[src/rtl/uart_pixel_wr_ctrl_pkg.sv]
// Shared constants for the UART->RAM->TFT path: default frame geometry,
// pixel format width and the byte-phase encoding of the pixel packer.
package uart_pixel_wr_ctrl_pkg;

  localparam int IMG_W_DEF = 160;
  localparam int IMG_H_DEF = 120;
  localparam int RGB565_W  = 16;
  localparam int BYTE_W    = RGB565_W / 2;

  // Byte phase of the packer: waiting for the high byte or the low byte.
  localparam logic [0:0] PH_HI = 1'b0;
  localparam logic [0:0] PH_LO = 1'b1;

endpackage

[src/rtl/uart_pixel_wr_ctrl.sv]
// Packs UART bytes (high byte first) into RGB565 pixels and writes them to the
// frame RAM at a wrapping address; an idle timer drops a stranded high byte.
module uart_pixel_wr_ctrl
  import uart_pixel_wr_ctrl_pkg::*;
#(
  parameter int IMG_W       = IMG_W_DEF,
  parameter int IMG_H       = IMG_H_DEF,
  parameter int ADDR_W      = 15,
  parameter int TIMEOUT_CYC = 50000
) (
  input  logic                Clk,
  input  logic                Reset_n,
  input  logic [BYTE_W-1:0]   rx_data,
  input  logic                rx_done,
  input  logic                clr,
  output logic                ram_wren,
  output logic [ADDR_W-1:0]   ram_waddr,
  output logic [RGB565_W-1:0] ram_wdata,
  output logic                frame_done,
  output logic                timeout
);

  localparam int                CNT_W     = $clog2(TIMEOUT_CYC) + 1;
  localparam logic [ADDR_W-1:0] LAST_ADDR = ADDR_W'(IMG_W * IMG_H - 1);
  localparam logic [CNT_W-1:0]  IDLE_LAST = CNT_W'(TIMEOUT_CYC - 1);

  logic [0:0]        phase;
  logic [BYTE_W-1:0] hi_reg;
  logic [CNT_W-1:0]  idle_cnt;
  logic [ADDR_W-1:0] pix_addr;

  // NOTE: all state, including the registered RAM address/data, uses
  // non-blocking assignments so every register samples pre-edge values.
  always_ff @(posedge Clk or negedge Reset_n) begin
    if (!Reset_n) begin
      phase      <= PH_HI;
      hi_reg     <= '0;
      idle_cnt   <= '0;
      pix_addr   <= '0;
      ram_wren   <= 1'b0;
      ram_waddr  <= '0;
      ram_wdata  <= '0;
      frame_done <= 1'b0;
      timeout    <= 1'b0;
    end else begin
      ram_wren   <= 1'b0;
      frame_done <= 1'b0;
      timeout    <= 1'b0;

      // clr outranks a byte arriving in the same cycle; that byte is lost.
      if (clr) begin
        phase    <= PH_HI;
        hi_reg   <= '0;
        idle_cnt <= '0;
        pix_addr <= '0;
      end else if (rx_done) begin
        idle_cnt <= '0;
        if (phase == PH_HI) begin
          hi_reg <= rx_data;
          phase  <= PH_LO;
        end else begin
          ram_wren   <= 1'b1;
          ram_waddr  <= pix_addr;
          ram_wdata  <= {hi_reg, rx_data};
          frame_done <= (pix_addr == LAST_ADDR);
          pix_addr   <= (pix_addr == LAST_ADDR) ? '0 : pix_addr + 1'b1;
          phase      <= PH_HI;
        end
      end else if (phase == PH_LO) begin
        if (idle_cnt == IDLE_LAST) begin
          timeout  <= 1'b1;
          phase    <= PH_HI;
          hi_reg   <= '0;
          idle_cnt <= '0;
        end else begin
          idle_cnt <= idle_cnt + 1'b1;
        end
      end else begin
        idle_cnt <= '0;
      end
    end
  end

endmodule

[config.mk]
export PLATFORM = sky130hd
export DESIGN_NAME = uart_pixel_wr_ctrl
export DESIGN_NICKNAME = d
export VERILOG_FILES = /design/src/rtl/uart_pixel_wr_ctrl_pkg.sv /design/src/rtl/uart_pixel_wr_ctrl.sv
export SDC_FILE = /design/constraint.sdc
export NUM_CORES = 1
export LEC_CHECK = 0
export BUFFER_PORTS_ARGS = -buffer_cell sky130_fd_sc_hd__buf_2
export CAP_MARGIN = 20
export CORE_ASPECT_RATIO = 0.7
export CORE_UTILIZATION = 40
export DETAILED_ROUTE_END_ITERATION = 8
export GPL_TIMING_DRIVEN = 0
export HOLD_SLACK_MARGIN = 0.03
export REMOVE_ABC_BUFFERS = 1
export SLEW_MARGIN = 20
export SYNTH_ARGS = -nofsm -noshare
export SYNTH_HDL_FRONTEND = slang
export SYNTH_SLANG_ARGS = --single-unit
[constraint.sdc]
create_clock -name Clk -period 4 [get_ports Clk]
set_input_delay 0.2 -clock Clk [delete_from_list [all_inputs] [get_ports Clk]]
set_output_delay 0.2 -clock Clk [all_outputs]
set_load 0.005 [all_outputs]
==> results.toml <==
[run_status]
outcome = "finished, violations left"
violations = "design-rule violations"

[pwr]
power_frac_seq_pct = 45.2
swShare_pct = 22.31
ir_worst_vdd_v = 0.0003040
power_frac_comb_pct = 6.9
p_leak_nw = 1.976
power.density_nw_per_um2 = 443.8
internal_power_mw = 1.412
p_sw_mw = 0.4054
p_clk_share_pct = 47.9

[sta]
fin_crit_sh_pct = 55.01
rsz0062_at_grt = "false"
clock.fmax_mhz = 454.4
fin_tns_setup_ns = 0
period_needed_ns = 2.200
hold_viol_final = 0
worst_pin_slew_ns = 0.6928
finalClockSkew_ns = 0.008597
slew_violations = 0
setup_violations = 0
relSlewSlack_pct = 53.81

[global_routing]
antenna_found_initial = 0
grt_util_all_layers_pct = 18.61
grt_pass1_vias = 2584
grt_pass1_wl_um = 12680
grt_max_degree = 57
grt_overflow = 0

[routing]
viasPerCell = 5.292
vias = 2704
drt_wl_total_um = 7131
drt_iter0_markers = 131
first_pass_iters = 6
detail-route-antenna-nets = 0
post-route-drc-count = 3
wl_per_cell_um = 13.95

[worst_setup_path]
arrival_ns = 2.45
crit_required_ns = 4.25
worstSetupPathType = "flop to flop"
rr_endpoint = "pix_addr[9]"
r2r_start = "phase"
crit_buf_inv = 3
slowest_stage = "dfrtp_1"
crit_path_max_incr_delay_ns = 0.46
critPathLaunchType = "flop"
worstPathCellList = "nand3_2 -> buf_12 -> inv_1 -> buf_16 -> a41oi_1 -> a31oi_1"
end_kind = "flop"
rrSetupSlack_ns = 1.80
critPathTopFamily = "buffers and inverters"
reg2reg_depth = 6
cp_max_fo = 33

[synth]
synth_top_area_share_pct = 55.68
synth_area_leaders = "dfrtp_1, nand2_1, nor2_1"
synth-seq-cells = 75
post_synth_num_cell_types = 48
avgSynthCellArea_sq_um = 9.363
seq_area_frac_synth_pct = 55.68
synthFlopType = "dfrtp_1"
ys_warn_count = 0
async_flop_share_pct = 100.0
syn-cell-area_sq_um = 3371
syn_inst = 360
synth_edf_count = 0
synth_area_leader_cell = "dfrtp_1"

[placed_design]
place_inst = 493
io_buffers = 45
place_area_sq_um = 3730
gp_congestion = 0.8145
hpwl_um = 4633

[floorplan]
die_area_sq_um = 8804
die_height_um = 78.81
start_util_pct = 42.10
row_count = 27
num_io_pins = 46
coreArea_sq_um = 8006
dieWidth_um = 111.7

[clock_network]
cts_sinks = 75
cts-root-buf = "clkbuf_16"
clkTransAtPathRegs_ns = 0.06
cts_tree = "yes"
clk_latency_ns = 0.33
cts-buffers-inserted = 9
cts_setup_buffers = 0
htree_levels = 3
cts_max_path_buffers = 2

[run]
maxCapViolCount = 0

[cells_and_area]
seqCellArea_sq_um = 1877
largest_reg_flops = 17
regMostFlops = "idle_cnt"
largestRegisters = "idle_cnt x17, ram_wdata x16"
multiInputGateArea_sq_um = 1425
antennaDiodeCount = 0
nNetsFinal = 419
fillers = 747
drive_gt1_share_pct = 17.32
syn2layout_area_growth_pct = 21.49
stdcell_area_sq_um = 4095
layoutNonFillerInstCount = 511

[hold_path]
whs_path_depth = 3
min_to = "ram_wdata[3]"
hold_class = "input pin to flop"
hp-start = "rx_data[3]"
## cell usage in the layout, fill, tap and decap left out, types with 3 or more instances in the layout
master and count:
nand2_1 120, dfrtp_1 75, buf_2 44, nor2_1 24, a21oi_1 12, nand3_1 10
nor4_1 10, xnor2_1 9, clkbuf_16 9, nand4_1 8, nor3_1 8, xor2_1 6
o31ai_1 5, and4_1 4, inv_1 4, o311ai_0 4, o21a_1 4, nand2b_1 3
a22o_1 3, nor3b_1 3
## worst min-delay path: cells and delay by family
kind,cells,cell delay (ns)
AND/OR/NAND/NOR,2,0.09
buffers and inverters,1,0.09
## synthesized netlist by cell type (5+ instances only)
| cell type | instances |
|---|---|
| clkbuf_1 | 6 |
| a21oi_1 | 12 |
| o31ai_1 | 5 |
| nand3_1 | 11 |
| nor4_1 | 10 |
| xnor2_1 | 9 |
| nand4_1 | 8 |
| xor2_1 | 6 |
| dfrtp_1 | 75 |
| nor3_1 | 8 |
| nor2_1 | 24 |
| nand2_1 | 120 |
## cell families (layout without fill, tap and decap cells)
family,Yosys count,in the layout,synth area share [%]
AOI/OAI and AO/OA,41,41,8.835
xor gates and xnor gates,15,15,3.898
adders and majority gates,2,2,0.7423
buffers and inverters,20,70,2.450
DFF,75,75,55.68
and+or+nand+nor,207,207,28.40
## worst max-delay path by stage
| stage | depth (start not counted) | from | end |
|---|---|---|---|
| floorplan | 4 | phase | pix_addr[9] |
| CTS | 5 | phase | pix_addr[9] |
| global placement | 6 | clr | pix_addr[9] |
| detailed placement | 7 | clr | pix_addr[9] |
| global route | 6 | phase | pix_addr[9] |
| finish | 6 | phase | pix_addr[9] |
## area by class of cell
cell class / instances / area share (%)
Clock buffer: 10 / 5.836
Timing Repair Buffer: 50 / 7.913
Sequential cell: 75 / 45.83
Inverter: 4 / 0.3666
Clock inverter: 6 / 2.169
Multi-Input combinational cell: 265 / 34.80
Tap cell: 101 / 3.086
## metal layers
| metal | global-route usage, % | wire [um] |
|---|---|---|
| met1 | 25.29 | 3596 |
| met2 | 27.33 | 3051 |
| met3 | 6.336 | 363 |
| met4 | 7.297 | 119 |
| met5 | 0 | 0 |
## timing repair
item                      CTS  global route
hold buffers                1             0
resized for setup           0             0
hold endpoints to repair   19             0
## through the flow
step	util [%]	hold slack, ns	power [mW]	setup WS [ns]
final	51.15	0.07709	1.817	1.800
after global routing	51.15	0.09213	1.902	1.566
after CTS	50.80	0.06331	1.845	1.493
after detailed placement	46.59	0.1049	0.9601	1.494
after global placement	45.65	0.4121	0.9516	0.08463
after floorplan	-	-0.09559	0.8830	1.369
## power groups by stage
stage	Sequential, mW	Combinational [mW]	Clock [mW]
3_3_place_gp	0.832	0.119	0
3_5_place_dp	0.833	0.127	0
6_report	0.821	0.126	0.870
4_1_cts	0.821	0.128	0.896
5_1_grt	0.826	0.149	0.926
2_1_floorplan	0.835	0.0483	0
No activity file was read; power rests on OpenSTA's default activity.
